--- src/rtl/app_sequencer_pkg.sv ---
// Shared definitions for the application sequencer: FSM state codes, app_id codes,
// button bit positions {C,U,D,L,R} and small helpers for app_id decoding.
// Pure definitions: no latency, no flow control.
package app_sequencer_pkg;

    localparam int APP_COUNT = 4;
    localparam int BTN_W     = 5;

    typedef logic [BTN_W-1:0] btn_t;

    typedef enum logic [1:0] {
        ST_LOCKED = 2'd0,
        ST_MENU   = 2'd1,
        ST_APP    = 2'd2,
        ST_LEAVE  = 2'd3
    } state_e;

    typedef enum logic [2:0] {
        APP_MENU   = 3'd0,
        APP_PEAK   = 3'd1,
        APP_PONG   = 3'd2,
        APP_WAVE   = 3'd3,
        APP_TETRIS = 3'd4
    } app_e;

    // Bit positions inside btn_in and the routed button buses.
    typedef enum int {
        BTN_R = 0,
        BTN_L = 1,
        BTN_D = 2,
        BTN_U = 3,
        BTN_C = 4
    } btn_idx_e;

    // True when the id names a real application (not the menu/lock screen).
    function automatic logic app_id_valid(input logic [2:0] id);
        return (id >= APP_PEAK) && (id <= APP_TETRIS);
    endfunction

    // Enable vector for apps 1..APP_COUNT, bit 0 = app 1; all-zero for invalid ids.
    function automatic logic [APP_COUNT-1:0] app_onehot(input logic [2:0] id);
        logic [APP_COUNT-1:0] r;
        r = '0;
        for (int i = 0; i < APP_COUNT; i++) begin
            r[i] = (id == 3'(i + 1));
        end
        return r;
    endfunction

endpackage

--- src/rtl/app_sequencer_if.sv ---
// Bundle between the sequencer and the rest of the UI: tick, buttons, passcode flag and
// menu selection in; app selection, app enables, routed buttons, lock and timeout out.
// master = UI/environment side, slave = sequencer side; pulses only, no backpressure.
interface app_sequencer_if;
    import app_sequencer_pkg::*;

    logic                 tick;
    btn_t                 btn_in;
    logic                 pw_flag;
    logic [2:0]           menu_sel;
    logic [2:0]           app_id;
    logic [APP_COUNT-1:0] app_en;
    btn_t                 btn_pw;
    btn_t                 btn_menu;
    btn_t                 btn_app;
    logic                 locked;
    logic                 timeout;

    modport master (
        output tick, btn_in, pw_flag, menu_sel,
        input  app_id, app_en, btn_pw, btn_menu, btn_app, locked, timeout
    );

    modport slave (
        input  tick, btn_in, pw_flag, menu_sel,
        output app_id, app_en, btn_pw, btn_menu, btn_app, locked, timeout
    );

endinterface

--- src/rtl/app_sequencer_idle_timer.sv ---
// Saturating idle counter: counts tick pulses, flags expired once TIMEOUT_TICKS is reached.
// Latency: expired rises the cycle after the counting tick; clr takes effect on the next edge.
// No backpressure; clr has priority over tick. Ports: clk, reset, tick, clr in; expired out.
module idle_timer #(
    parameter int TIMEOUT_TICKS = 1500
) (
    input  logic clk,
    input  logic reset,
    input  logic tick,
    input  logic clr,
    output logic expired
);

    localparam int CNT_W = (TIMEOUT_TICKS < 2) ? 1 : $clog2(TIMEOUT_TICKS + 1);
    localparam logic [CNT_W-1:0] LIMIT = CNT_W'(TIMEOUT_TICKS);

    logic [CNT_W-1:0] cnt_q;
    logic [CNT_W-1:0] cnt_d;

    always_comb begin
        cnt_d = cnt_q;
        if (clr) begin
            cnt_d = '0;
        end else if (tick && (cnt_q != LIMIT)) begin
            cnt_d = cnt_q + 1'b1;
        end
    end

    always_ff @(posedge clk) begin
        if (reset) begin
            cnt_q <= '0;
        end else begin
            cnt_q <= cnt_d;
        end
    end

    assign expired = (cnt_q == LIMIT);

endmodule

--- src/rtl/app_sequencer.sv ---
// Top-level UI sequencer: LOCKED/MENU/APP/LEAVE FSM that owns app selection and routes
// button pulses to the passcode block, menu or active app (1-cycle registered routing).
// No backpressure: buttons are pulses, dropped when their owner is not active.
// Ports: clk, reset (sync, active-high) and bus (app_sequencer_if.slave).
// Optional feature: define IDLE_TIMEOUT_EN to build the idle timer (timeout = 0 otherwise).
module app_sequencer
    import app_sequencer_pkg::*;
#(
    parameter int TIMEOUT_TICKS = 1500
) (
    input  logic           clk,
    input  logic           reset,
    app_sequencer_if.slave bus
);

    state_e               state_q, state_d;
    logic [2:0]           app_id_q, app_id_d;
    btn_t                 btn_pw_q, btn_pw_d;
    btn_t                 btn_menu_q, btn_menu_d;
    btn_t                 btn_app_q, btn_app_d;
    logic [APP_COUNT-1:0] app_en;
    logic                 locked;

    logic any_btn;
    logic c_press;
    logic lr_press;
    logic idle_fire;

    assign any_btn  = |bus.btn_in;
    assign c_press  = bus.btn_in[BTN_C];
    assign lr_press = bus.btn_in[BTN_L] && bus.btn_in[BTN_R];

`ifdef IDLE_TIMEOUT_EN
    logic idle_clr;
    logic idle_expired;

    // Any activity restarts the idle period, as does every state change.
    assign idle_clr = any_btn || (state_d != state_q);

    idle_timer #(
        .TIMEOUT_TICKS (TIMEOUT_TICKS)
    ) u_idle_timer (
        .clk     (clk),
        .reset   (reset),
        .tick    (bus.tick),
        .clr     (idle_clr),
        .expired (idle_expired)
    );

    // A button in the same cycle outranks the timeout; LOCKED/LEAVE never time out.
    assign idle_fire = idle_expired && !any_btn &&
                       ((state_q == ST_MENU) || (state_q == ST_APP));
`else
    logic unused_tick;
    assign unused_tick = bus.tick & (TIMEOUT_TICKS > 0);
    assign idle_fire   = 1'b0;
`endif

    // State and registered outputs.
    always_ff @(posedge clk) begin
        if (reset) begin
            state_q    <= ST_LOCKED;
            app_id_q   <= APP_MENU;
            btn_pw_q   <= '0;
            btn_menu_q <= '0;
            btn_app_q  <= '0;
        end else begin
            state_q    <= state_d;
            app_id_q   <= app_id_d;
            btn_pw_q   <= btn_pw_d;
            btn_menu_q <= btn_menu_d;
            btn_app_q  <= btn_app_d;
        end
    end

    // Next state. Button-caused transitions are tested before the idle timeout.
    always_comb begin
        state_d  = state_q;
        app_id_d = app_id_q;
        case (state_q)
            ST_LOCKED: begin
                // The flag is held off while the passcode block is still being fed a
                // pulse, so a late keypress cannot race the unlock.
                if (bus.pw_flag && (btn_pw_q == '0)) begin
                    state_d = ST_MENU;
                end
            end
            ST_MENU: begin
                if (c_press && app_id_valid(bus.menu_sel)) begin
                    state_d  = ST_APP;
                    app_id_d = bus.menu_sel;
                end else if (lr_press) begin
                    state_d = ST_LOCKED;
                end else if (idle_fire) begin
                    state_d = ST_LOCKED;
                end
            end
            ST_APP: begin
                if (c_press || idle_fire) begin
                    state_d = ST_LEAVE;
                end
            end
            ST_LEAVE: begin
                state_d  = ST_MENU;
                app_id_d = APP_MENU;
            end
            default: begin
                state_d  = ST_LOCKED;
                app_id_d = APP_MENU;
            end
        endcase
    end

    // Outputs. Routing looks at the current (pre-transition) state, so a pulse that
    // causes a transition goes to the old owner. The C that exits an app is swallowed,
    // which also keeps the routed buses quiet for the whole LEAVE cycle.
    always_comb begin
        btn_pw_d   = '0;
        btn_menu_d = '0;
        btn_app_d  = '0;
        app_en     = '0;
        locked     = 1'b0;
        case (state_q)
            ST_LOCKED: begin
                btn_pw_d = bus.btn_in;
                locked   = 1'b1;
            end
            ST_MENU: begin
                btn_menu_d = bus.btn_in;
            end
            ST_APP: begin
                if (!c_press) begin
                    btn_app_d = bus.btn_in;
                end
                app_en = app_onehot(app_id_q);
            end
            default: begin
                btn_pw_d = '0;
            end
        endcase
    end

    assign bus.app_id   = app_id_q;
    assign bus.app_en   = app_en;
    assign bus.btn_pw   = btn_pw_q;
    assign bus.btn_menu = btn_menu_q;
    assign bus.btn_app  = btn_app_q;
    assign bus.locked   = locked;
    assign bus.timeout  = idle_fire;

endmodule
--- src/flat_wrapper.sv ---
// flat-port wrapper written by rule: the top's interface ports become plain ports
module app_sequencer_flat import app_sequencer_pkg::*;
#(
    parameter int TIMEOUT_TICKS = 1500
)
  (clk, reset, bus_tick, bus_btn_in, bus_pw_flag, bus_menu_sel, bus_app_id, bus_app_en, bus_btn_pw, bus_btn_menu, bus_btn_app, bus_locked, bus_timeout);
  app_sequencer_if bus_i ();
  input  logic clk;
  input  logic reset;
  input wire logic [$bits(bus_i.tick)-1:0] bus_tick;
  input wire logic [$bits(bus_i.btn_in)-1:0] bus_btn_in;
  input wire logic [$bits(bus_i.pw_flag)-1:0] bus_pw_flag;
  input wire logic [$bits(bus_i.menu_sel)-1:0] bus_menu_sel;
  output wire logic [$bits(bus_i.app_id)-1:0] bus_app_id;
  output wire logic [$bits(bus_i.app_en)-1:0] bus_app_en;
  output wire logic [$bits(bus_i.btn_pw)-1:0] bus_btn_pw;
  output wire logic [$bits(bus_i.btn_menu)-1:0] bus_btn_menu;
  output wire logic [$bits(bus_i.btn_app)-1:0] bus_btn_app;
  output wire logic [$bits(bus_i.locked)-1:0] bus_locked;
  output wire logic [$bits(bus_i.timeout)-1:0] bus_timeout;
  assign bus_i.tick = bus_tick;
  assign bus_i.btn_in = bus_btn_in;
  assign bus_i.pw_flag = bus_pw_flag;
  assign bus_i.menu_sel = bus_menu_sel;
  assign bus_app_id = bus_i.app_id;
  assign bus_app_en = bus_i.app_en;
  assign bus_btn_pw = bus_i.btn_pw;
  assign bus_btn_menu = bus_i.btn_menu;
  assign bus_btn_app = bus_i.btn_app;
  assign bus_locked = bus_i.locked;
  assign bus_timeout = bus_i.timeout;
  app_sequencer #(.TIMEOUT_TICKS(TIMEOUT_TICKS)) u_core (.clk(clk), .reset(reset), .bus(bus_i));
endmodule
--- config.mk ---
export PLATFORM = sky130hd
export DESIGN_NAME = app_sequencer_flat
export DESIGN_NICKNAME = d
export VERILOG_FILES = /design/src/rtl/app_sequencer_pkg.sv /design/src/rtl/app_sequencer_if.sv /design/src/rtl/app_sequencer_idle_timer.sv /design/src/rtl/app_sequencer.sv /design/src/flat_wrapper.sv
export SDC_FILE = /design/constraint.sdc
export NUM_CORES = 1
export LEC_CHECK = 0
export CAP_MARGIN = 20
export CORE_MARGIN = 2
export CORE_UTILIZATION = 42
export DETAILED_ROUTE_END_ITERATION = 16
export PLACE_DENSITY = 0.89
export SYNTH_ARGS = -nofsm -noshare
export SYNTH_HDL_FRONTEND = slang
export SYNTH_SLANG_ARGS = --single-unit
--- constraint.sdc ---
create_clock -name clk -period 3.4 [get_ports clk]
set_input_delay 0.68 -clock clk [delete_from_list [all_inputs] [get_ports clk]]
set_output_delay 0.68 -clock clk [all_outputs]
set_load 0.005 [all_outputs]
* After elaboration in Yosys (flattened, before gate mapping)
Cells that the tools add are included.
** Storage, ports and cells
- Register bits after elaboration :: 20
- Word-level logic and storage cells :: 44
** Operators by class
- Magnitude comparators :: 2
- Equality and inequality tests :: 11
- Muxes and demuxes :: 9
- Bitwise gates (word level) :: 3
- Reductions and logical operators :: 13
** Operator list (count)
- 2-bit two-way mux :: 4
- 2-bit one-hot mux with 4 select lines :: 1
- 3-bit by 2-bit == test with 1-bit output, second input constant :: 2
- 3-bit one-hot mux with 2 select lines :: 1
- 2-bit OR reduction :: 3
- 5-bit logical NOT :: 1
- 2-bit == test, second input constant :: 2
- 1-bit logical AND :: 4
- 4-bit two-way mux :: 1
- 2-bit by 1-bit != test with 1-bit output, second input constant :: 2
- 3-bit by 1-bit == test with 1-bit output, second input constant :: 1
- 3-bit == test, second input constant :: 1
- 3-bit by 1-bit greater-or-equal comparator with 1-bit output, second input constant :: 1
- 3-bit less-or-equal comparator, second input constant :: 1
- 3-bit two-way mux :: 1
- 3-bit by 1-bit != test with 1-bit output, second input constant :: 1
- 1-bit NOT :: 3
- 3-bit AND reduction :: 1
- 3-bit OR reduction :: 1
- 2-bit by 1-bit == test with 1-bit output, second input constant :: 1
- 2-bit logical NOT :: 1
- 2-bit != test, second input constant :: 1
- 2-bit AND reduction :: 1
- 2-bit nonzero test :: 1
- 1-bit two-way mux :: 1

* Depth between registers and ports, before layout
Gate-level depths: netlist (run 1).
- Depth in word-level cells :: 5
- Mapped depth :: 7
- Depth with buffers taken out :: 6

* Worst setup path before layout (run 1)
No wires, ideal clock.
- Kind :: input to register
- Start :: input bus_pw_flag
- End :: register u_core.state_q[1]
- Library setup time :: 0.069 ns
- Data arrival time :: 1.920 ns
- Data required time :: 3.331 ns
- Setup slack :: 1.411 ns
- Stages on the path :: 4
- Buffers on the path :: 0
- Cells stage by stage :: or4b_1 > o31a_1 > or4_1 > o21ai_1
** Between the ends
- Longest elaborated chain between the ends :: 3
** RTL lines
- start, declared :: line flat_wrapper.sv:12 : input wire logic [$bits(bus_i.pw_flag)-1:0] bus_pw_flag;
- 1-bit logical AND :: line app_sequencer.sv:84 : if (bus.pw_flag && (btn_pw_q == '0)) begin
- 2-bit by 1-bit != test with 1-bit output (no source line)
- 3-bit AND reduction (no source line)
- end signal, assigned :: line app_sequencer.sv:68 : state_q <= state_d;
- end, declared :: line app_sequencer.sv:16 : state_e state_q, state_d;
Every way passes these cells.
A chain may end at the register's enable or synchronous reset.

* Worst setup path in the final report (run 1)
- Start :: register u_core.state_q[0]
- End :: output bus_app_en[0]
** Between the ends
- Longest elaborated chain between the ends :: 2
** RTL lines
- 2-bit == test :: line app_sequencer.sv:123 : case (state_q)
- 4-bit two-way mux :: line app_sequencer.sv:123
- end, declared :: line flat_wrapper.sv:15 : output wire logic [$bits(bus_i.app_en)-1:0] bus_app_en;
Every way passes these cells.

==> flow_summary.json, run 1 <==
{
  "outcome": "finished, final reports clean",
  "wl_met2_um": 864,
  "comb_power_share": 0.244,
  "dieArea_mm2": 0.00223,
  "r2r_slack_ps": 1590,
  "clk_latency_ps": 290,
  "reg2reg_from": "u_core.bus.btn_pw[3]",
  "rsz0062_at_grt": "false",
  "syn_inst": 80,
  "grtUsageTotal": 0.167,
  "power.density_mw_per_mm2": 409,
  "gp_congestion": 0.768,
  "grt_pass1_vias": 599,
  "overflow": 0,
  "crit_path_max_fanout": 4,
  "ios": 36,
  "seq_area_um2": 380,
  "setup_viol_count_final": 0,
  "synthTopCellsByArea": "dfxtp_1 (48%), and2_1 (8.0%), ha_1 (6.4%)",
  "synthDistinctLibCells": 27,
  "drt_iter0_markers": 10,
  "ctsHoldBuffers": 0,
  "p_sw_uw": 121,
  "dr.pass1.iters": 4,
  "cts_resized": 0,
  "yosysTopAreaCellShare": 0.484,
  "post_cts_buffers": 0,
  "core-area_mm2": 0.00175,
  "wl_met3_um": 93,
  "fmax_mhz": 401,
  "synthFlopType": "dfxtp_1",
  "via_per_inst": 4.84,
  "grt_max_degree": 12,
  "ff2ff_path_depth": 4,
  "yosysWarningCount": 0,
  "cts-htree-levels": 1,
  "syn2layout_area_growth_pct": 46.3,
  "finalClockSkew_ps": 5.73,
  "synth_edf_count": 0,
  "final.period_utilization": 0.733,
  "cp.required_ps": 2720,
  "port_buffers": 32,
  "antenna_cells": 0,
  "cts_sinks": 19,
  "r2r-end": "u_core.state_q[1]",
  "hold_path.startpoint": "u_core.bus.app_id[2]",
  "syn_avg_cell_area_um2": 9.82,
  "numCtsBuffers": 3,
  "pwr-share-seq": 0.529,
  "fin_tns_setup_ps": 0,
  "pwr-share-clk": 0.227,
  "ant_nets": 0,
  "path_clk_slew_ps": 100,
  "antenna_found_initial": 0,
  "routed.top_layer": "met4",
  "drv_slew": 0,
  "startpoint": "u_core.state_q[0]",
  "fillers": 160,
  "end_kind": "output port",
  "grt_pass1_wl_um": 2510,
  "initial_core_util": 0.450,
  "fin_crit_ps": 2490,
  "drive_gt1_frac": 0.0702,
  "row_count": 15,
  "final_hold_viol_count": 0,
  "num_vias": 673,
  "switching_share": 0.257,
  "ys_ff_latch": 19,
  "syn_area_um2": 786,
  "wl_met1_um": 663,
  "cp.arrival_ps": 1810,
  "cts_root_buf": "clkbuf_4",
  "dp_hpwl_um": 1350,
  "critPathKind": "reg -> out",
  "drc": 0,
  "cts_tree": "built",
  "die_w_um": 47.3,
  "placed_area_mm2": 0.00112,
  "final_cell_area_mm2": 0.00115,
  "die-height_um": 47.3,
  "clockBufferDepth": 2,
  "wl_per_cell_um": 11.9,
  "multiInputGateArea_um2": 379,
  "seq_area_frac_synth": 0.484,
  "p_int_uw": 349,
  "finalNetCount": 131,
  "ir_drop_mv": 0.202,
  "maxCapViolations": 0,
  "start_kind": "register",
  "synth_area_leader_cell": "dfxtp_1",
  "hp-class": "reg -> reg",
  "async_flop_share": 0,
  "drt-total-wl_um": 1650,
  "endpoint": "bus_app_en[0]",
  "p_leak_nw": 0.465
}
[state kept, by name, indices dropped and copies added (netlist names)]
register             count
u_core.bus.app_id        3
u_core.bus.btn_app       4
u_core.bus.btn_menu      5
u_core.bus.btn_pw        5
u_core.state_q           2
[per-layer routing]
metal	up-vias	track usage
li1	346	-
met1	296	0.176
met2	29	0.305
met3	2	0.0231
met4	0	0.106
met5	-	0
[cell usage in the layout (no fill, tap or decap), drive strengths merged, types with 2 or more instances in the layout]
cell,count
clkdlybuf4s50,32
dfxtp,19
and2,10
and3,6
nand2,6
nor2b,5
a21oi,4
ha,4
inv,3
nand4b,3
clkbuf,3
or3,2
conb,2
o21ai,2
[power groups by stage]
| stage | Clock (mW) | Combinational [mW] | Sequential, mW |
|---|---|---|---|
| detailed placement | 0 | 0.115 | 0.254 |
| finish | 0.107 | 0.115 | 0.249 |
| floorplan | 0 | 0.0554 | 0.254 |
| global route | 0.117 | 0.128 | 0.251 |
| global placement | 0 | 0.110 | 0.254 |
| CTS | 0.111 | 0.116 | 0.249 |
[worst max-delay path, cell delays in order (launching register included)]
cell	delay (ps)
dfxtp_1	360
inv_1	90
ha_1	210
nor2b_1	200
and3b_1	180
clkdlybuf4s50_1	490
[kinds of logic (layout without fill, tap and decap cells)]
kind of cell,after synthesis,after routing,share of synthesized area
buffers and inverters,6,39,0.0382
DFF,19,19,0.484
AOI/OAI and AO/OA,13,13,0.116
adders and majority gates,4,4,0.0637
other,1,2,0.00477
and+or+nand+nor,37,37,0.293
[Yosys cell counts (all sizes together), types with 2 or more instances]
library cell / number
dfxtp: 19
and2: 10
and3: 6
nand2: 6
nor2b: 5
a21oi: 4
ha: 4
inv: 3
nand4b: 3
buf: 2
o21ai: 2
or3: 2
[per-stage QoR]
stage	util	hold slack, ps	instances	setup WS [ps]	power [mW]
3_5_place_dp	0.643	481	135	844	0.369
4_1_cts	0.659	495	139	892	0.475
2_1_floorplan	-	467	81	1410	0.310
3_3_place_gp	0.643	476	135	899	0.364
5_1_grt	0.659	522	139	762	0.496
6_report	0.659	494	139	907	0.470
[area by class of cell]
class / instances / area share
Timing Repair Buffer: 32 / 0.279
Tap cell: 25 / 0.0272
Multi-Input combinational cell: 56 / 0.330
Inverter: 3 / 0.00979
Sequential cell: 19 / 0.331
Clock buffer: 3 / 0.0196
Clock inverter: 1 / 0.00435
[worst min path at each step]
stage / depth (start not counted) / to
6_report: 2 / u_core.bus.app_id[2]
3_5_place_dp: 2 / u_core.bus.app_id[2]
4_1_cts: 2 / u_core.bus.app_id[2]
5_1_grt: 2 / u_core.bus.app_id[2]
2_1_floorplan: 2 / u_core.bus.app_id[2]
3_3_place_gp: 2 / u_core.bus.app_id[2]
Note: power is estimated with default switching activity, not from simulation.
==> run 2: changes to the inputs <==
CORE_UTILIZATION = 36   (was 42)
PLACE_DENSITY = 0.82   (was 0.89)
clock period = 2.26 ns   (was 3.4 ns; I/O delays follow)
==> run 2 against run 1 <==
Against the previous run:
- global-route usage decreased by 3.1 points
- count of clock-buffer cells in the layout increased by 1
- cell area increased by 2.5%
- highest routed layer is now met3
- sequential cell count unchanged
- clock skew decreased by 5.0 ps
- core utilization decreased by 7.0 points
- sequential share of layout area decreased by 0.60 points
- cell count increased by 2.2%
- non-clock buffer count increased by 1
- largest power group unchanged
- via count decreased by 0.45%
- critical endpoint is now bus_app_en[3]
==> flow_summary.json, run 2 (synthesis gave the netlist of run 1 again) <==
{
  "outcome": "finished, final reports clean",
  "ios": 36,
  "fmax_mhz": 480,
  "placedCellCount": 138,
  "final_cell_mix": "clkdlybuf4s50_1 (29), dfxtp_1 (17), and2_1 (10)",
  "dr.pass1.iters": 5,
  "hp-class": "reg -> reg",
  "cts_root_buf": "clkbuf_4",
  "p_leak_nw": 0.522,
  "cts-htree-levels": 1,
  "r2r-end": "u_core.state_q[1]",
  "rsz0062_at_grt": "false",
  "clk_latency_ps": 280,
  "finalNetCount": 132,
  "grtUsageTotal": 0.136,
  "antenna_found_initial": 0,
  "setup_viol_count_final": 0,
  "end_kind": "output port",
  "drv_slew": 0,
  "syn2layout_area_growth_pct": 50.0,
  "path_clk_slew_ps": 100,
  "ant_nets": 0,
  "num_vias": 670,
  "grt_max_degree": 11,
  "gp_congestion": 0.775,
  "port_buffers": 32,
  "overflow": 0,
  "critPathKind": "reg -> out",
  "die_w_um": 50.7,
  "ir_drop_mv": 0.331,
  "drt_iter0_markers": 14,
  "row_count": 16,
  "power.density_mw_per_mm2": 602,
  "final.period_utilization": 0.922,
  "maxCapViolations": 0,
  "cp.arrival_ps": 1630,
  "finalClockSkew_ps": 0.685,
  "cts_sinks": 19,
  "clockBufferDepth": 2,
  "crit_chain": "inv_1 > ha_2 > nand2_1 > nor3_1 > clkdlybuf4s50_1",
  "via_per_inst": 4.72,
  "worst-path-buf-inv": 2,
  "post_cts_buffers": 0,
  "drt-total-wl_um": 1540,
  "critical_path.max_stage_delay_ps": 520,
  "drc": 0,
  "wl_per_cell_um": 10.8,
  "crit_path_top_delay_cell": "clkdlybuf4s50_1",
  "holdPathEnd": "u_core.state_q[0]",
  "r2r_slack_ps": 460,
  "p_total_uw": 709,
  "cp.required_ps": 1810,
  "start_kind": "register",
  "core-area_mm2": 0.00200,
  "crit_path_max_fanout": 4,
  "initial_core_util": 0.393,
  "fin_crit_ps": 2080,
  "antenna_cells": 0,
  "fin_cells": 142,
  "layout_commonest_cell": "clkdlybuf4s50_1",
  "die-height_um": 50.7,
  "final_hold_viol_count": 0,
  "ff2ff_path_depth": 4,
  "drive_gt1_frac": 0.104,
  "hold_depth": 2,
  "cp_top_family": "buffers and inverters",
  "grt_pass1_vias": 640,
  "dp_hpwl_um": 1290,
  "cts_tree": "built",
  "grt_pass1_wl_um": 2720,
  "reg2reg_from": "u_core.bus.btn_pw[3]",
  "hold_path.startpoint": "u_core.state_q[0]",
  "numCtsBuffers": 3,
  "dieArea_mm2": 0.00257
}
## run 2: cell count changes in the layout (fill, tap and decap cells not counted)
cell,change
clkdlybuf4s50_1,-3
dlymetal6s2s_1,+3
dfxtp_1,-2
dfxtp_2,+2
buf_4,+1
clkbuf_1,+1
clkinv_2,-1
ha_1,-1
ha_2,+1
nor2b_1,-1
nor2b_4,+1
## run 2: worst max path at each step
stage / from / end / slack (ps) / depth (start not counted)
after global placement: bus_pw_flag / u_core.state_q[1] / -10 / 5
after global routing: u_core.state_q[0] / bus_app_en[3] / 40 / 5
after floorplan: bus_pw_flag / u_core.state_q[1] / 500 / 4
after detailed placement: bus_pw_flag / u_core.state_q[1] / -50 / 5
after CTS: u_core.state_q[0] / bus_app_en[0] / 20 / 5
final: u_core.state_q[0] / bus_app_en[3] / 180 / 5
## run 2: worst min-delay path: stages (launching register included)
cell and delay, ps:
dfxtp_2 350, o31ai_1 60, a21oi_1 60
## run 2: where the power goes
| part | leakage (nW) | total [mW] | switching, mW | internal [mW] |
|---|---|---|---|---|
| Sequential | 0.156 | 0.376 | 0.0154 | 0.361 |
| Clock | 0.0150 | 0.159 | 0.0909 | 0.0684 |
| Combinational | 0.352 | 0.174 | 0.0716 | 0.102 |
| Total | 0.522 | 0.709 | 0.178 | 0.531 |
## run 2: final cells by class
cell class | count | area [um2]
fillers | 174 | 823
repair buffers | 33 | 335
clock buffers | 4 | 26.3
well taps | 27 | 33.8
inverters | 3 | 11.3
flip-flops and latches | 19 | 383
multi-input cells | 56 | 389
## run 2: timing repair
item	CTS	global route
hold buffers	0	0
gates resized for setup	2	6
endpoints found under the setup margin	3	3
## run 2: routing by layer
layer / vias to the layer above / GRT usage / part of all wire
met5: - / 0 / 0
met4: 0 / 0.0541 / 0
met3: 0 / 0.0327 / 0.060
met2: 24 / 0.246 / 0.51
met1: 298 / 0.153 / 0.43
li1: 348 / - / -
## run 2: metrics by stage
step,hold WS (ps),TNS (ps),instance area [um2],worst slack (ps),utilization
floorplan,467,0,790,499,-
CTS,510,0,1160,18.2,0.581
global placement,473,-11.1,1130,-11.1,0.566
global route,526,0,1180,43.5,0.589
finish,505,0,1180,176,0.589
detailed placement,488,-54.6,1130,-54.6,0.566
==> run 3: changes to the inputs <==
CORE_MARGIN = 4   (was 2)
==> run 3 against run 2 <==
Against the previous run:
- routed wire length grew 11%
- non-clock buffer count is the same
- core utilization shrank 0.40 points
- cell count is the same
- highest routed layer is now met4
- clock skew grew 1.5 ps
- maximum frequency shrank 2.0%
- die area grew 16%
- combinational power grew 3%
- largest cell class unchanged
- setup slack lost 43 ps
==> flow_summary.json, run 3 (synthesis gave the netlist of run 1 again) <==
{
  "die-height_um": 54.7,
  "start_kind": "register",
  "grt_pass1_wl_um": 2620,
  "cp.arrival_ps": 1680,
  "cts_root_buf": "clkbuf_4",
  "post_cts_buffers": 0,
  "maxCapViolations": 0,
  "wl_per_cell_um": 12.0,
  "drc": 0,
  "overflow": 0,
  "antenna_cells": 0,
  "crit_path_max_fanout": 4,
  "ctsHoldBuffers": 0,
  "row_count": 16,
  "finalNetCount": 132,
  "setup_viol_count_final": 0,
  "ir_drop_mv": 0.381,
  "cp.required_ps": 1810,
  "gp_congestion": 0.782,
  "dieArea_mm2": 0.00299,
  "finalClockSkew_ps": 2.16,
  "drv_slew": 0,
  "port_buffers": 32,
  "drive_gt1_frac": 0.122,
  "num_vias": 688,
  "layout_commonest_cell": "clkdlybuf4s50_1",
  "core-area_mm2": 0.00202,
  "syn2layout_area_growth_pct": 50.5,
  "dr.pass1.iters": 4,
  "grt_max_degree": 12,
  "fmax_mhz": 470,
  "grtUsageTotal": 0.118,
  "power.density_mw_per_mm2": 605,
  "ant_nets": 0,
  "cts_sinks": 19,
  "p_total_uw": 715,
  "ios": 36,
  "drt_iter0_markers": 12,
  "initial_core_util": 0.389,
  "cts-htree-levels": 1,
  "die_w_um": 54.7,
  "grt_pass1_vias": 588,
  "fin_crit_ps": 2130,
  "final_cell_mix": "clkdlybuf4s50_1 (32), dfxtp_1 (17), and2_1 (10)",
  "path_clk_slew_ps": 100,
  "via_per_inst": 4.85,
  "final_cell_area_mm2": 0.00118,
  "hp-class": "reg -> reg",
  "numCtsBuffers": 3,
  "clk_latency_ps": 280,
  "rsz0062_at_grt": "false",
  "antenna_found_initial": 0,
  "dp_hpwl_um": 1400,
  "drt-total-wl_um": 1710,
  "clockBufferDepth": 2,
  "final_hold_viol_count": 0,
  "placed_area_mm2": 0.00113,
  "critPathKind": "reg -> out",
  "final.period_utilization": 0.941,
  "outcome": "finished, final reports clean",
  "end_kind": "output port",
  "cts_tree": "built",
  "p_leak_nw": 0.470
}
run 3: timing repair:
action	in CTS	in global routing
resized for setup	3	4
endpoints found under the hold margin	0	0
setup endpoints to repair	3	3
cloned	0	0
run 3: worst paths after layout:
kind	from	to	slack, ps	cells after the start
setup / recovery	u_core.state_q[0]	bus_app_en[2]	130	5
hold / removal	u_core.bus.app_id[0]	u_core.bus.app_id[0]	520	2
setup reg to reg	u_core.bus.btn_pw[3]	u_core.state_q[1]	440	4
hold reg to reg	u_core.bus.app_id[0]	u_core.bus.app_id[0]	520	2
run 3: area by class of cell:
type	instances	area, um2
clock buffers	3	22.5
repair buffers	33	328
clock inverters	1	5.00
inverters	3	11.3
multi-input cells	56	399
flip-flops and latches	19	383
fillers	179	840
well taps	27	33.8
run 3: power by group:
group	internal (mW)	switching, mW
Clock	0.0656	0.0939
Sequential	0.361	0.0160
Combinational	0.103	0.0759
Total	0.529	0.186
run 3: critical path, cell delays in order (launching register included):
cell	delay, ps
dfxtp_2	360
inv_2	80
ha_4	150
nor2b_4	150
and3_1	160
clkdlybuf4s50_1	500
run 3: per-stage QoR:
stage          setup WS [ps]  std cells  setup TNS (ps)  hold WS, ps   util
6_report                 132        142               0          520  0.585
5_1_grt                 45.5        142               0          546  0.585
4_1_cts                 20.2        142               0          526  0.579
3_5_place_dp           -79.9        138           -79.9          491  0.560
3_3_place_gp           -16.6        138           -16.6          475  0.560
2_1_floorplan            499         81               0          467      -
run 3: per-layer routing:
| layer | track usage | wire, um | vias to the layer above |
|---|---|---|---|
| li1 | - | - | 346 |
| met5 | 0 | 0 | - |
| met2 | 0.209 | 902 | 22 |
| met3 | 0.00817 | 88 | 2 |
| met1 | 0.149 | 693 | 318 |
| met4 | 0.0373 | 21 | 0 |
